**config.mk**
```make
export PLATFORM = sky130hd
export DESIGN_NAME = tile_raster_serializer
export DESIGN_NICKNAME = d
export VERILOG_FILES = /design/src/rtl/tile_ser_pkg.sv /design/src/rtl/requant_sat.sv /design/src/rtl/tile_raster_serializer.sv
export SDC_FILE = /design/constraint.sdc
export NUM_CORES = 1
export LEC_CHECK = 0
export BUFFER_PORTS_ARGS = -buffer_cell sky130_fd_sc_hd__buf_2
export CAP_MARGIN = 25
export CELL_PAD_IN_SITES_DETAIL_PLACEMENT = 1
export CELL_PAD_IN_SITES_GLOBAL_PLACEMENT = 1
export CORE_AREA = 10 10 138 108
export CTS_BUF_LIST = sky130_fd_sc_hd__clkbuf_4 sky130_fd_sc_hd__clkbuf_8
export DETAILED_ROUTE_END_ITERATION = 10
export DIE_AREA = 0 0 148 118
export PLACE_DENSITY = 0.85
export SYNTH_ARGS = -nofsm -noshare
export SYNTH_HDL_FRONTEND = slang
export SYNTH_SLANG_ARGS = --single-unit
export TNS_END_PERCENT = 30
```
**constraint.sdc**
```tcl
create_clock -name clk -period 3.7 [get_ports clk]
set_input_delay 0.185 -clock clk [delete_from_list [all_inputs] [get_ports clk]]
set_output_delay 0.185 -clock clk [all_outputs]
set_load 0.01 [all_outputs]
```
**src/rtl/tile_ser_pkg.sv**
```systemverilog
// Shared geometry, counter sizing and FSM state type for the tile raster serializer.
package tile_ser_pkg;

    localparam int M          = 4 - 3 + 1;
    localparam int TPR        = 8 / M;
    localparam int TROWS      = 8 / M;
    localparam int ACC_WIDTH  = 8 + 8 + 13;

    function automatic int ctr_w(input int n);
        return (n <= 1) ? 1 : $clog2(n);
    endfunction

    typedef enum logic {
        FILL  = 1'b0,
        DRAIN = 1'b1
    } ser_state_t;

endpackage

```
**src/rtl/requant_sat.sv**
```systemverilog
// Combinational requantizer: arithmetic shift, clamp negatives to zero, saturate to the pixel range.
module requant_sat #(
    parameter int ACC_WIDTH      = 29,
    parameter int OUT_DATA_WIDTH = 8,
    parameter int SHIFT          = 0
) (
    input  logic signed [ACC_WIDTH-1:0]      acc,
    output logic        [OUT_DATA_WIDTH-1:0] pix
);

    logic signed [ACC_WIDTH-1:0] v;

    always_comb begin
        v = acc >>> SHIFT;
        if (v[ACC_WIDTH-1]) begin
            pix = '0;
        end else if (|v[ACC_WIDTH-2:OUT_DATA_WIDTH]) begin
            pix = '1;
        end else begin
            pix = v[OUT_DATA_WIDTH-1:0];
        end
    end

endmodule

```
**src/rtl/tile_raster_serializer.sv**
```systemverilog
// Collects one row of requantized output tiles into a line buffer, then streams it out in raster order.
module tile_raster_serializer #(
    parameter int KERNEL_SIZE         = 3,
    parameter int INPUT_TILE_SIZE     = 4,
    parameter int INPUT_DATA_WIDTH    = 8,
    parameter int KERNEL_DATA_WIDTH   = 8,
    parameter int ACC_WIDTH           = KERNEL_DATA_WIDTH + INPUT_DATA_WIDTH + 13,
    parameter int OUTPUT_IMAGE_WIDTH  = 8,
    parameter int OUTPUT_IMAGE_HEIGHT = 8,
    parameter int OUT_DATA_WIDTH      = 8,
    parameter int SHIFT               = 0
) (
    input  logic                                                   clk,
    input  logic                                                   reset,
    input  logic [(INPUT_TILE_SIZE-KERNEL_SIZE+1)*(INPUT_TILE_SIZE-KERNEL_SIZE+1)*ACC_WIDTH-1:0] i_tile_data,
    input  logic                                                   i_tile_valid,
    output logic                                                   o_tile_ready,
    output logic [OUT_DATA_WIDTH-1:0]                              o_pixel_data,
    output logic                                                   o_pixel_valid,
    input  logic                                                   i_pixel_ready,
    output logic                                                   o_pixel_eol,
    output logic                                                   o_frame_done
);
    import tile_ser_pkg::*;

    localparam int TILE_M    = INPUT_TILE_SIZE - KERNEL_SIZE + 1;
    localparam int ROW_TILES = OUTPUT_IMAGE_WIDTH / TILE_M;
    localparam int TILE_ROWS = OUTPUT_IMAGE_HEIGHT / TILE_M;
    localparam int TCW       = ctr_w(ROW_TILES);
    localparam int TRW       = ctr_w(TILE_ROWS);
    localparam int LW        = ctr_w(TILE_M);

    localparam logic [TCW-1:0] LAST_TCOL = TCW'(ROW_TILES - 1);
    localparam logic [TRW-1:0] LAST_TROW = TRW'(TILE_ROWS - 1);
    localparam logic [LW-1:0]  LAST_SUB  = LW'(TILE_M - 1);

    typedef logic [TILE_M-1:0][OUT_DATA_WIDTH-1:0] group_t;

    ser_state_t     state_q, state_d;
    logic [TCW-1:0] tcol_q, tcol_d;
    logic [TRW-1:0] trow_q, trow_d;
    logic [LW-1:0]  line_q, line_d;
    logic [TCW-1:0] xt_q, xt_d;
    logic [LW-1:0]  xs_q, xs_d;
    logic           tile_ready_q, pix_valid_q, frame_done_q, frame_done_d;
    logic           tile_accept, pix_accept, at_eol, at_last;

    logic [TILE_M-1:0][TILE_M-1:0][OUT_DATA_WIDTH-1:0] wr_pix;
    logic [TILE_M-1:0][TILE_M-1:0][OUT_DATA_WIDTH-1:0] rd_group;

    // Each buffer line is stored as groups of M pixels, one group per tile column;
    // the drain x position is kept as (group, offset) to avoid a divide by M.
    for (genvar r = 0; r < TILE_M; r++) begin : g_line
        group_t mem [ROW_TILES];

        for (genvar c = 0; c < TILE_M; c++) begin : g_col
            requant_sat #(
                .ACC_WIDTH      (ACC_WIDTH),
                .OUT_DATA_WIDTH (OUT_DATA_WIDTH),
                .SHIFT          (SHIFT)
            ) u_requant (
                .acc (i_tile_data[(r*TILE_M+c)*ACC_WIDTH +: ACC_WIDTH]),
                .pix (wr_pix[r][c])
            );
        end

        always_ff @(posedge clk) begin
            if (tile_accept) begin
                mem[tcol_q] <= wr_pix[r];
            end
        end

        assign rd_group[r] = mem[xt_q];
    end

    assign tile_accept = !reset && (state_q == FILL) && tile_ready_q && i_tile_valid;
    assign pix_accept  = (state_q == DRAIN) && pix_valid_q && i_pixel_ready;
    assign at_eol      = (xt_q == LAST_TCOL) && (xs_q == LAST_SUB);
    assign at_last     = at_eol && (line_q == LAST_SUB);

    always_comb begin
        state_d      = state_q;
        tcol_d       = tcol_q;
        trow_d       = trow_q;
        line_d       = line_q;
        xt_d         = xt_q;
        xs_d         = xs_q;
        frame_done_d = 1'b0;
        if (state_q == FILL) begin
            if (tile_accept) begin
                if (tcol_q == LAST_TCOL) begin
                    tcol_d  = '0;
                    state_d = DRAIN;
                end else begin
                    tcol_d = tcol_q + 1'b1;
                end
            end
        end else if (pix_accept) begin
            if (at_last) begin
                line_d  = '0;
                xt_d    = '0;
                xs_d    = '0;
                state_d = FILL;
                if (trow_q == LAST_TROW) begin
                    trow_d       = '0;
                    frame_done_d = 1'b1;
                end else begin
                    trow_d = trow_q + 1'b1;
                end
            end else if (at_eol) begin
                xt_d   = '0;
                xs_d   = '0;
                line_d = line_q + 1'b1;
            end else if (xs_q == LAST_SUB) begin
                xs_d = '0;
                xt_d = xt_q + 1'b1;
            end else begin
                xs_d = xs_q + 1'b1;
            end
        end
    end

    always_ff @(posedge clk) begin
        if (reset) begin
            state_q      <= FILL;
            tcol_q       <= '0;
            trow_q       <= '0;
            line_q       <= '0;
            xt_q         <= '0;
            xs_q         <= '0;
            tile_ready_q <= 1'b1;
            pix_valid_q  <= 1'b0;
            frame_done_q <= 1'b0;
        end else begin
            state_q      <= state_d;
            tcol_q       <= tcol_d;
            trow_q       <= trow_d;
            line_q       <= line_d;
            xt_q         <= xt_d;
            xs_q         <= xs_d;
            tile_ready_q <= (state_d == FILL);
            pix_valid_q  <= (state_d == DRAIN);
            frame_done_q <= frame_done_d;
        end
    end

    assign o_tile_ready  = tile_ready_q;
    assign o_pixel_valid = pix_valid_q;
    assign o_pixel_data  = pix_valid_q ? rd_group[line_q][xs_q] : '0;
    assign o_pixel_eol   = pix_valid_q && at_eol;
    assign o_frame_done  = frame_done_q;

endmodule

```
==> impl_results.md, run 1 <==
* H-tree depth at 4
* Drt drc at 0
* GR Util met1 at 0.220
* Max Cap Violations at 0
* IO Port Bufs at 131
* Logic pwr share at 0.056
* PostCTS Resize Cnt at 0
* Final slew viol count at 0
* Class of the worst hold path: primary input to flop
* Sw frac at 0.235
* Clock sink total at ~140
* CTS tree: built
* Hpwl dp at 11.6 mm
* Routed Antenna Nets at 0
* CP Data Required Time at about 3.5 ns
* Async SR Flop Fraction at 0
* Pin count of the biggest net entering global routing at 33
* RSZ-0062 raised after global routing: no
* Internal power at roughly 2400 µW
* Status: completed
* Post-synthesis mux area share at 0.131
* Post-Syn Area per Cell at 15.6 µm²
* Hold Buf Count CTS at 0
* Most crowded layer after global routing: met2
* Die ar. at 0.0175 mm²
* ANT cells at 0
* Max VDD drop at around 0.34 mV
* Period utilisation layout at 0.754
* Final Hold Viols at 0
* Vias in the first global route at approximately 4,400
* Post-DR wirelength/cell at about 23 µm
* Compound-Gate Fraction of Synth Area at 0.0358
* Root Driver: clkbuf_8
* CP Max Fanout at 22
* Seq pwr share at 0.573
* First-pass GRT wire length at about 24 mm
* Cell variety after synth at 35
* Worst-Skew Late Latency at around 0.44 ns
* Seq/Total Area, Yosys at 0.688
* Initial core utilization at 0.490
* CP top delay family: flip-flops
* Final TNS setup at 0 ns
* Pwr dens at 438 mW/mm²
* Post-route insts no fill at between 700 and 800
* Xor/xnor cell area share of the yosys netlist at 0.00294
* Setup repair bufs after CTS at 0
* CP startpoint kind: flop
* Largest family of logic cells by synthesized area: multiplexers
* Mapped Area at ~0.0060 mm²
* Clock-pin slew on the worst setup and hold paths at approximately 0.080 ns
* Slew @ Worst Pin at 0.781 ns
* Setup violations, final at 0
* Syn Nets at ~510
* Switch Pwr at 738 µW
* Kind of critical path: flop to primary output
* Cells along the critical path: buf_12 > mux4_2 > o21ai_1 > o21ai_0 > buf_2
* Routability cong. at about 0.74
* Routed WL at 15.9 mm
* Max clock buf depth at 2
* #FFs+latches synth at roughly 140
* Tmin final at 2.79 ns
* Dominant synthesized flop cell: edfxtp_1
* Placed insts at 670
* Pleak at around 0.0025 µW
* Count of flip-flops with a built-in enable after synthesis at 128
* Clock network fraction of total power at 0.371
* GR Layer Usage met3 at 0.0622
* Synth Area in Adders at 0.0126
* Initial antenna violation count at 0
* Ys Warns at 0
* Fin nets at 649
* Grt met2 use at 0.304
* Post-layout instance area at around 0.007 mm²
* Total GRT Usage at 0.181
* Area of the core at 0.0122 mm²
* Row count at 35
* Rel. slew slack at 0.478
* Mapped Cells at about 380
* Pre-Repair DR Iteration Count at 4
* Area Overhead vs Synth at 20.0%
* CP max stage delay at between 0.8 and 0.9 ns
* Chip width at ~150 µm
* Post-placement cell area at 0.00679 mm²
* Max Clk Rate at 0.359 GHz
* Worst Path Arrival at roughly 2.6 ns
* Routed vias at approximately 3,900
* Starting DRT DRC Count at approximately 190
* TritonCTS buffer count at 17
* Filler instances at between 1,000 and 1,500
* Drt via density at between 5 and 6
* Critical-path top delay cell: dfxtp_2
* Fraction of layout cells with a size suffix above 1 at 0.347
* Worst setup EP type: primary output
* Buf/Inv on CP at 2
* GRT overflow at 0
* I/O pin count at roughly 130
* DIE HEIGHT at around 120 µm
* Post-synthesis simple-gate area fraction at 0.111
* Setup Skew at roughly 0.013 ns
==> kinds of logic (layout without fill, tap and decap cells) <==
group | Yosys count | count (layout)
xor gates and xnor gates | 2 | 2
adders and majority gates | 6 | 6
DFF | 141 | 141
muxes | 48 | 48
buffers and inverters | 19 | 172
AOI/OAI and AO/OA | 33 | 33
and+or+nand+nor | 134 | 134
==> cell usage after synthesis, types with 3 or more instances <==
cell | n | area [µm²]
nor3_1 | 33 | 165
o21ai_1 | 6 | 30.0
and2_1 | 6 | 37.5
mux4_1 | 7 | 184
a21oi_1 | 7 | 35.0
nand2b_1 | 3 | 18.8
nand3_1 | 7 | 35.0
a22oi_1 | 4 | 30.0
nor4_1 | 20 | 125
mux4_2 | 15 | 338
a221oi_1 | 5 | 43.8
o21ai_0 | 6 | 30.0
nor2_1 | 36 | 135
ha_1 | 6 | 75.1
or3_1 | 3 | 18.8
buf_1 | 5 | 18.8
buf_2 | 5 | 25.0
nor2b_1 | 3 | 18.8
dfxtp_1 | 13 | 260
edfxtp_1 | 128 | 3840
mux2i_1 | 26 | 260
buf_6 | 3 | 33.8
nand2_1 | 18 | 67.6
==> worst paths after layout <==
path                                 start  cells after the start                             end  slack (ns)
setup / recovery                      flop                      5                 o_pixel_data[1]        0.91
hold / removal                       reset                      2               xs_q$_SDFFE_PP0P_        0.06
hold reg to reg     trow_q[1]$_SDFFE_PP0P_                      2          trow_q[1]$_SDFFE_PP0P_        0.47
setup reg to reg  o_pixel_valid$_SDFF_PP0_                      3  g_line[0].mem[0][11]$_DFFE_PP_        1.75
==> layer usage <==
metal	share of wire	wire (µm)	up-vias
met5	0	0	-
met1	0.42	6650	1931
met3	0.061	974	8
met2	0.51	8160	130
li1	-	-	1812
met4	0.0075	119	0
==> sequential cells by signal (all words and copies together), names as in the netlist, named ones only <==
signal         flops
g_line.mem       128
tcol_q             2
trow_q             2
xt_q               2
line_q             1
o_frame_done       1
o_pixel_valid      1
o_tile_ready       1
xs_q               1
==> worst register-to-register path, stage by stage (launching register included) <==
cell	delay (ns)
dfxtp_1	0.41
nor3_2	0.50
and2_1	0.22
buf_4	0.44
==> power groups by stage <==
stage | Sequential, µW | Combinational [µW] | Clock, µW
final | 1800 | 174 | 1160
after global routing | 1800 | 193 | 1270
after CTS | 1800 | 176 | 1190
after detailed placement | 1840 | 175 | 0
after global placement | 1830 | 163 | 0
after floorplan | 1830 | 72.6 | 0
==> per-stage QoR <==
step / hold slack [ns] / utilization / worst slack, ns / total power (µW)
floorplan: 0.289 / - / 1.69 / 1900
global route: 0.0595 / 0.588 / 0.734 / 3270
CTS: 0.0401 / 0.588 / 0.859 / 3160
finish: 0.0610 / 0.588 / 0.912 / 3140
global placement: 0.448 / 0.558 / 1.44 / 2000
detailed placement: 0.465 / 0.558 / 1.36 / 2010
==> cell usage in the layout, fill, tap and decap left out, types with 4 or more instances in the layout <==
cell type,netlist,routed
mux4_1,7,7
nor3_1,33,33
a221oi_1,5,5
and2_1,6,6
mux4_2,15,15
nand3_1,7,7
inv_6,0,4
a21oi_1,7,7
clkbuf_8,0,17
mux2i_1,26,26
buf_4,1,6
o21ai_1,6,6
dfxtp_1,13,12
ha_1,6,6
nand2_1,18,18
buf_2,5,131
nor4_1,20,20
nor2_1,36,36
o21ai_0,6,6
edfxtp_1,128,128
a22oi_1,4,4
==> area by class of cell <==
| class | instances | area (µm²) | area share |
|---|---|---|---|
| repair buffers | 138 | 721 | 0.101 |
| clock inverters | 15 | 138 | 0.0192 |
| multi-input cells | 223 | 1750 | 0.244 |
| inverters | 2 | 7.51 | 0.00105 |
| well taps | 166 | 208 | 0.0290 |
| clock buffers | 17 | 234 | 0.0327 |
| flip-flops and latches | 141 | 4110 | 0.573 |
Note: power is estimated with default switching activity, not from simulation.
==> inputs of run 2 (changes only) <==
--- a/config.mk
+++ b/config.mk
@@ -9,11 +9,11 @@
 export CAP_MARGIN = 25
 export CELL_PAD_IN_SITES_DETAIL_PLACEMENT = 1
 export CELL_PAD_IN_SITES_GLOBAL_PLACEMENT = 1
-export CORE_AREA = 10 10 138 108
+export CORE_AREA = 10 10 143 112
 export CTS_BUF_LIST = sky130_fd_sc_hd__clkbuf_4 sky130_fd_sc_hd__clkbuf_8
 export DETAILED_ROUTE_END_ITERATION = 10
-export DIE_AREA = 0 0 148 118
-export PLACE_DENSITY = 0.85
+export DIE_AREA = 0 0 153 122
+export PLACE_DENSITY = 0.79
 export SYNTH_ARGS = -nofsm -noshare
 export SYNTH_HDL_FRONTEND = slang
 export SYNTH_SLANG_ARGS = --single-unit
==> constraint.sdc (replaced) <==
create_clock -name clk -period 2.8 [get_ports clk]
set_input_delay 0.14 -clock clk [delete_from_list [all_inputs] [get_ports clk]]
set_output_delay 0.14 -clock clk [all_outputs]
set_load 0.01 [all_outputs]
==> run 2 against run 1 <==
Effect of this change:
- clock skew fell by 0.0030 ns
- cell count up 1.9%
- non-clock buffer count up 4
- first-iteration DRC count increased by 43%
- global-route usage decreased by 0.61 points
- sequential power rose by 32%
- hold slack worse by 0.029 ns
- clock power up 37%
- highest routed layer unchanged
==> impl_results.md, run 2 (same netlist as run 1, synthesis figures left out) <==
* Status: completed (unchanged)
* H-tree depth at 4 (unchanged)
* Multi-input logic area at 0.00175 mm² (unchanged)
* CTS tree: built (unchanged)
* Hold path startpoint: reset (unchanged)
* Drt drc at 0 (unchanged)
* Pwr dens at 583 mW/mm² (was 438 mW/mm²)
* Chip width at 153 µm (was 148 µm)
* GRT overflow at 0 (unchanged)
* Slew @ Worst Pin at 0.585 ns (was 0.781 ns)
* Row count at 37 (was 35)
* Worst Path Arrival at 2.34 ns (was 2.60 ns)
* Drt via density at 5.58 (was 5.53)
* Post-layout instance area at 0.00721 mm² (was 0.00716 mm²)
* Most crowded layer after global routing: met2 (unchanged)
* ANT cells at 0 (unchanged)
* RSZ-0062 raised after global routing: no (unchanged)
* First-pass GRT wire length at 25.1 mm (was 24.2 mm)
* PostCTS Resize Cnt at 0 (unchanged)
* Setup Skew at 0.0100 ns (was 0.0130 ns)
* CP Max Fanout at 13 (was 22)
* Worst-Skew Late Latency at 0.44 ns (about the same)
* Pre-Repair DR Iteration Count at 4 (unchanged)
* Cells along the critical path: buf_4 > and2_1 > a221oi_1 > o21ai_1 > o21ai_0 > buf_2 (was buf_12 > mux4_2 > o21ai_1 > o21ai_0 > buf_2)
* Setup violations, final at 0 (unchanged)
* Pleak at 0.00248 µW (was 0.00245 µW)
* Fraction of layout cells with a size suffix above 1 at 0.356 (was 0.347)
* Final total power at 4200 µW (was 3140 µW)
* Vias in the first global route at 4,509 (was 4,419)
* Biggest register: g_line.mem (unchanged)
* I/O pin count at 132 (unchanged)
* IO Port Bufs at 131 (unchanged)
* Final slew viol count at 0 (unchanged)
* Tmin final at about 2.5 ns
* Max Cap Violations at 0 (unchanged)
* Max clock buf depth at 2 (unchanged)
* Hold Buf Count CTS at 0 (unchanged)
* CP max stage delay at 0.54 ns (was 0.82 ns)
* Worst Reg-to-Reg Cells at 3 (unchanged)
* CP top delay family: simple AND/OR/NAND/NOR gates (was flip-flops)
* Hpwl dp at 12.1 mm (was 11.6 mm)
* Sequential cell area at 0.00411 mm² (about the same)
* Routed Antenna Nets at 0 (unchanged)
* Routed WL at 16.6 mm (was 15.9 mm)
* CP startpoint kind: flop (unchanged)
* Grt met2 use at 0.312 (was 0.304)
* Class of the worst hold path: primary input to flop (unchanged)
* Levels on crit path at 6 (was 5)
* Max Clk Rate at 0.403 GHz
* GR Util met1 at 0.204 (was 0.220)
* Clock sink total at 141 (unchanged)
* Area Overhead vs Synth at 20.8% (was 20.0%)
* Rel. slew slack at 0.610 (was 0.478)
* Pin count of the biggest net entering global routing at 33 (unchanged)
* Setup repair bufs after CTS at 0 (unchanged)
* Hold Path Depth at 2 (unchanged)
* Largest register FFs at 128 (unchanged)
* Initial core utilization at 0.448 (was 0.490)
* Clock-pin slew on the worst setup and hold paths at 0.08 ns (about the same)
* Flop-to-flop setup slack at 0.88 ns (was 1.75 ns)
* Kind of critical path: flop to primary output (unchanged)
* Post-DR wirelength/cell at 23.2 µm (was 22.6 µm)
* Buf/Inv on CP at 2 (unchanged)
* DIE HEIGHT at 122 µm (was 118 µm)
* Die ar. at 0.0187 mm² (was 0.0175 mm²)
* Root Driver: clkbuf_8 (unchanged)
* R2R Path Start: o_pixel_valid$_SDFF_PP0_ (unchanged)
* Starting DRT DRC Count at 269 (was 188)
* Post-placement cell area at 0.00682 mm² (was 0.00679 mm²)
* Initial antenna violation count at 0 (unchanged)
* Commonest non-fill, non-tap cell in the layout: buf_2 (unchanged)
* CP Data Required Time at 2.66 ns (was 3.51 ns)
* Fin nets at 653 (was 649)
* Final Hold Viols at 0 (unchanged)
* Routed vias at 3,990 (was 3,881)
* Routability cong. at 0.824 (was 0.742)
* GR Layer Usage met3 at 0.0535 (was 0.0622)
* Max VDD drop at 0.420 mV (was 0.337 mV)
* Critical-path top delay cell: and2_1 (was dfxtp_2)
* Period utilisation layout at 0.886
* Area of the core at 0.0133 mm² (was 0.0122 mm²)
* Final TNS setup at 0 ns (unchanged)
* Filler instances at 1,360 (was 1,249)
* Worst R2R End: g_line[0].mem[0][11]$_DFFE_PP_ (unchanged)
* Hold EP: xs_q$_SDFFE_PP0P_ (unchanged)
* Worst setup EP type: primary output (unchanged)
* TritonCTS buffer count at 17 (unchanged)
* Commonest non-fill, non-tap cells in the layout: buf_2, edfxtp_1, nor2_1 (unchanged)
* Total GRT Usage at 0.175 (was 0.181)
run 2: cell count changes in the layout (fill, tap and decap cells not counted), sizes merged:
cell	change
inv	+3
clkinv	-2
buf	+4
clkinvlp	-1
run 2: per-layer routing:
metal / vias up / wire length, µm
met3: 17 / 1060
met1: 2006 / 6710
met5: - / 0
met4: 0 / 175
li1: 1818 / -
met2: 149 / 8660
run 2: how the worst max path moves through the flow:
| stage | from | end | slack, ns |
|---|---|---|---|
| 2_1_floorplan | o_pixel_valid$_SDFF_PP0_ | g_line[0].mem[0][0]$_DFFE_PP_ | 0.79 |
| 3_3_place_gp | flop | o_pixel_data[0] | 0.65 |
| 3_5_place_dp | flop | o_pixel_data[3] | 0.61 |
| 4_1_cts | flop | o_pixel_data[3] | 0.11 |
| 5_1_grt | flop | o_pixel_data[7] | 0.16 |
| 6_report | line_q$_SDFFE_PP0P_ | o_pixel_data[4] | 0.32 |
run 2: where the power goes:
group	switching [µW]	leakage (µW)	total [µW]	internal, µW
Sequential	17.9	0.00127	2380	2360
Combinational	134	0.00102	234	99.8
Clock	856	0.000192	1590	732
Total	1010	0.00248	4200	3190
run 2: area by class of cell:
class                      instances  area share
sequential                       141       0.570
multi-input combinational        223       0.243
timing repair buffer             142       0.102
clock buffer                      17      0.0325
tap                              175      0.0304
clock inverter                    15      0.0210
inverter                           2     0.00104
run 2: metrics by stage:
step / std cells / util / setup WS (ns) / hold slack [ns]
2_1_floorplan: 383 / - / 0.793 / 0.244
3_3_place_gp: 683 / 0.511 / 0.647 / 0.448
3_5_place_dp: 683 / 0.511 / 0.614 / 0.460
4_1_cts: 715 / 0.540 / 0.113 / 0.00823
5_1_grt: 715 / 0.541 / 0.159 / 0.0246
6_report: 715 / 0.541 / 0.320 / 0.0322
